**src/rtl/conv1_w_loader.sv**
```systemverilog
// Runtime loader for the conv1 weight store: scatters a valid/ready byte stream
// into a registered [filter][row][col] array and flags when the set is complete.
module conv1_w_loader #(
  parameter int NUM_FILTERS = 16,
  parameter int K           = 3,
  parameter int WIDTH       = 8
) (
  input  logic                                                  clk,
  input  logic                                                  reset,
  input  logic                                                  start,
  input  logic                                                  s_valid,
  input  logic [WIDTH-1:0]                                      s_data,
  output logic                                                  s_ready,
  output logic                                                  busy,
  output logic                                                  done,
  output logic                                                  loaded,
  output logic signed [NUM_FILTERS-1:0][K-1:0][K-1:0][WIDTH-1:0] weights
);

  localparam int FW = (NUM_FILTERS > 1) ? $clog2(NUM_FILTERS) : 1;
  localparam int KW = (K > 1) ? $clog2(K) : 1;

  typedef enum logic [1:0] {S_IDLE, S_LOAD, S_DONE} state_t;

  state_t                                               state_q;
  logic [FW-1:0]                                        f_q;
  logic [KW-1:0]                                        i_q, j_q;
  logic                                                 ready_q, busy_q, done_q, loaded_q;
  logic [NUM_FILTERS-1:0][K-1:0][K-1:0][WIDTH-1:0]      w_q;

  wire last_j = (j_q == KW'(K - 1));
  wire last_i = (i_q == KW'(K - 1));
  wire last_f = (f_q == FW'(NUM_FILTERS - 1));

  always_ff @(posedge clk or posedge reset) begin
    if (reset) begin
      state_q  <= S_IDLE;
      f_q      <= '0;
      i_q      <= '0;
      j_q      <= '0;
      ready_q  <= 1'b0;
      busy_q   <= 1'b0;
      done_q   <= 1'b0;
      loaded_q <= 1'b0;
      w_q      <= '0;
    end else begin
      done_q <= 1'b0;
      case (state_q)
        S_IDLE: begin
          if (start) begin
            state_q  <= S_LOAD;
            f_q      <= '0;
            i_q      <= '0;
            j_q      <= '0;
            loaded_q <= 1'b0;
            ready_q  <= 1'b1;
            busy_q   <= 1'b1;
          end
        end
        S_LOAD: begin
          if (s_valid) begin
            w_q[f_q][i_q][j_q] <= s_data;
            // Nested j -> i -> f counters replace a divide by K*K.
            if (!last_j) begin
              j_q <= j_q + KW'(1);
            end else begin
              j_q <= '0;
              if (!last_i) begin
                i_q <= i_q + KW'(1);
              end else begin
                i_q <= '0;
                if (!last_f) begin
                  f_q <= f_q + FW'(1);
                end else begin
                  f_q      <= '0;
                  state_q  <= S_DONE;
                  ready_q  <= 1'b0;
                  busy_q   <= 1'b0;
                  done_q   <= 1'b1;
                  loaded_q <= 1'b1;
                end
              end
            end
          end
        end
        S_DONE:  state_q <= S_IDLE;
        default: state_q <= S_IDLE;
      endcase
    end
  end

  assign s_ready = ready_q;
  assign busy    = busy_q;
  assign done    = done_q;
  assign loaded  = loaded_q;
  assign weights = w_q;

endmodule

```
**config.mk**
```make
export PLATFORM = sky130hd
export DESIGN_NAME = conv1_w_loader
export DESIGN_NICKNAME = d
export VERILOG_FILES = /design/src/rtl/conv1_w_loader.sv
export SDC_FILE = /design/constraint.sdc
export NUM_CORES = 2
export LEC_CHECK = 0
export BUFFER_PORTS_ARGS = -buffer_cell sky130_fd_sc_hd__buf_4
export CAP_MARGIN = 20
export CORE_AREA = 2 2 450 452
export DETAILED_ROUTE_END_ITERATION = 16
export DIE_AREA = 0 0 452 454
export PLACE_DENSITY_LB_ADDON = 0.2
export REMOVE_ABC_BUFFERS = 1
export SYNTH_ARGS = -nofsm -noshare
export SYNTH_HDL_FRONTEND = slang
export SYNTH_SLANG_ARGS = --single-unit
```
**constraint.sdc**
```tcl
create_clock -name clk -period 50.8 [get_ports clk]
set_input_delay 5.08 -clock clk [delete_from_list [all_inputs] [get_ports clk]]
set_output_delay 5.08 -clock clk [all_outputs]
set_load 0.02 [all_outputs]
```
==> results.toml <==
[status]
status = "finished clean"

[sta]
report.final.slew_viol_count = 0
skew_ns = 0.0268
post-route-period-util_pct = 17.8
fmax_mhz = 110
final-hold-violation-count = 0
rsz0062_at_grt = "false"
slew_headroom_pct = 27.2
period_needed_ns = 9.06
setup_tns_ns = 0
layout_setup_ws_ns = 41.74
setup_viol = 0
worst_slew_pin_slew_ns = 1.09

[logic_synthesis]
synth_seq_area_share_pct = 63.1
synthAdderAreaFrac_pct = 0.108
ys.warnings.count = 0
synth-edff-count = 0
synth.avg_cell_area_um2 = 16.6
netlist_instances = 2777
synth_compound_area_share_pct = 0.319
synth_cell_type_count = 52
synthArstFlopShare_pct = 100
ys_ff_latch = 1165
ys_top_cells_by_area = "dfrtp_1 (63%), mux2_2 (28%), nor4_4 (4.1%), clkbuf_1 (1.2%), nand4_2 (0.54%)"
synth_ff_type = "dfrtp_1"
synth_top_family_by_area = "multiplexers"
synth.largest_area_cell = "dfrtp_1"
syn-cell-area_mm2 = 0.0462
synth-xor-area-share_pct = 0
synth_mux_area_share_pct = 28.1
synthDominantCellAreaShare_pct = 63.1
yosys.area_share.simple_pct = 6.34

[worst_setup_path]
r2r-end = "weights[646]$_DFFE_PP0P_"
endpoint = "weights[1099]$_DFFE_PP0P_"
critPathMaxFanout = 147
end_kind = "async pin"
cp-start-kind = "primary input"
critPathKind = "in2async"
crit_path_start = "reset"
rr_startpoint = "i_q[0]$_DFFE_PP0P_"
worstRegToRegCells = 4
arrival_ns = 9.84
reg2reg_slack_ns = 47.50
crit_required_ns = 51.58

[clock_network]
cts_hold_buf = 0
numCtsBuffers = 140
cts_root_buf = "clkbuf_16"
cts_tree = "done"
post-cts-setup-buffers = 0
cts.sinks = 1165
clk_pin_slew_ns = 0.05
cts_resized = 0
htreeDepth = 4
clk_latency_ns = 0.79
clk_path_buf_depth = 3

[drt]
wl_per_cell_um = 26.1
ant_nets = 0
drc = 0
viasPerCell = 4.29
drt-total-wl_um = 175000
drt_iter0_drc = 1351
drt_pre_antenna_iters = 5
num_vias = 28800

[grt]
grt_max_degree = 158
antenna_found_initial = 6
overflow = 0
busiest_layer = "met2"
grt_util_all_layers_pct = 16.6
grt_pass1_wl_um = 243000
met3_usage_pct = 4.73
met1_usage_pct = 19.6
grt_pass1_vias = 29700
gr-usage-met2_pct = 28.5

[die]
die_y_um = 454
row_count = 165
coreArea_mm2 = 0.201
die_area_mm2 = 0.205
initial_core_util_pct = 23.0
die_w_um = 452
ioPinCount = 1168

[power]
ir_worst_vdd_mv = 0.0304
p_per_area_mw_per_mm2 = 46.7
p_leak_uw = 0.0321

[final_layout]
stdcell_count = 6707
drive_gt1_share_pct = 67.4
area_growth_pct = 35.3
nets = 3947
stdcell_area_mm2 = 0.0625

[placed_design]
io_buffers = 1167
placed_area_mm2 = 0.0579
post-place-ws_ns = 40.75
place_congestion = 0.751
place_inst = 6461
hpwl_um = 121000

[worst_hold_path]
hold_depth = 1
hold_path_class = "reg2reg"

[run]
max-cap-violations = 0
==> worst min path at each step <==
stage                              from                       end
6_report             loaded$_DFFE_PP0P_        loaded$_DFFE_PP0P_
5_1_grt        weights[760]$_DFFE_PP0P_  weights[760]$_DFFE_PP0P_
4_1_cts        weights[195]$_DFFE_PP0P_  weights[195]$_DFFE_PP0P_
3_5_place_dp   weights[195]$_DFFE_PP0P_  weights[195]$_DFFE_PP0P_
3_3_place_gp         loaded$_DFFE_PP0P_        loaded$_DFFE_PP0P_
2_1_floorplan        i_q[1]$_DFFE_PP0P_        i_q[1]$_DFFE_PP0P_
==> per-stage QoR <==
stage / power (uW) / utilization, % / hold slack, ns
floorplan: 1540 / - / 0.509
global placement: 1930 / 28.8 / 0.471
detailed placement: 1940 / 28.8 / 0.493
CTS: 2970 / 31.1 / 0.506
global route: 3050 / 31.1 / 0.511
finish: 2920 / 31.1 / 0.497
==> layout by cell type (no fill, tap or decap), types with 5 or more instances in the layout <==
master | Yosys | routed
buf_4 | 7 | 1210
clkbuf_16 | 0 | 145
nand4_1 | 34 | 34
nor3_1 | 5 | 5
inv_1 | 10 | 9
clkbuf_1 | 145 | 36
clkinv_2 | 0 | 8
clkbuf_8 | 0 | 33
mux2_2 | 1152 | 1152
nor2_1 | 5 | 5
dfrtp_1 | 1165 | 1162
and3b_1 | 8 | 8
nand2b_1 | 10 | 7
buf_6 | 8 | 9
nor4_4 | 90 | 90
bufinv_16 | 0 | 7
nand4_2 | 20 | 20
nor2b_1 | 7 | 7
clkinvlp_4 | 0 | 6
==> layer usage <==
layer	part of all wire (%)	up-vias
li1	-	12300
met1	40	15400
met2	51	873
met3	6.4	253
met4	3.5	0
met5	0	-
==> synth_stat cells (all sizes together), types with 2 or more instances <==
library cell	count
a32o	2
nand2	4
or2	3
nand4	54
a22o	3
or3b	5
nor3	5
nand3	4
nand2b	10
nor4	91
inv	10
a21o	3
o22ai	2
clkbuf	146
nor3b	4
and3	2
ha	4
nand3b	8
mux2	1152
and2	3
buf	63
dfrtp	1165
and3b	8
nor2	6
nor2b	7
==> kinds of logic after synthesis <==
family,count (synthesis)
compound gates,18
fa+ha+maj,4
buf+inv,219
flops,1165
mux,1152
simple gates,219
==> flip-flops by register name, indices dropped and copies added, names as in the netlist <==
| register | cells |
|---|---|
| weights | 1152 |
| f_q | 4 |
| i_q | 2 |
| j_q | 2 |
| state_q | 2 |
| busy | 1 |
| done | 1 |
| loaded | 1 |
==> report_power, final <==
part / total (uW) / switching (uW) / internal [uW] / leakage [uW]
Clock: 1010 / 407 / 606 / 0.00224
Sequential: 1150 / 82.1 / 1070 / 0.0160
Combinational: 762 / 469 / 292 / 0.0138
==> worst max-delay path, stage by stage <==
cell    delay (ns)
buf_4         0.13
inv_8         0.45
buf_4         0.78
buf_4         0.79
buf_4         0.70
buf_12        0.64
buf_4         0.84
==> area by class of cell <==
class | count | area (um^2)
Timing Repair Buffer | 1221 | 9230
Antenna cell | 4 | 10.0
Inverter | 10 | 45.0
Sequential cell | 1165 | 29200
Multi-Input combinational cell | 1393 | 16100
Clock buffer | 214 | 4220
Clock inverter | 28 | 387
Fill cell | 20100 | 138000
Tap cell | 2672 | 3340
No activity file was read; power rests on OpenSTA's default activity.
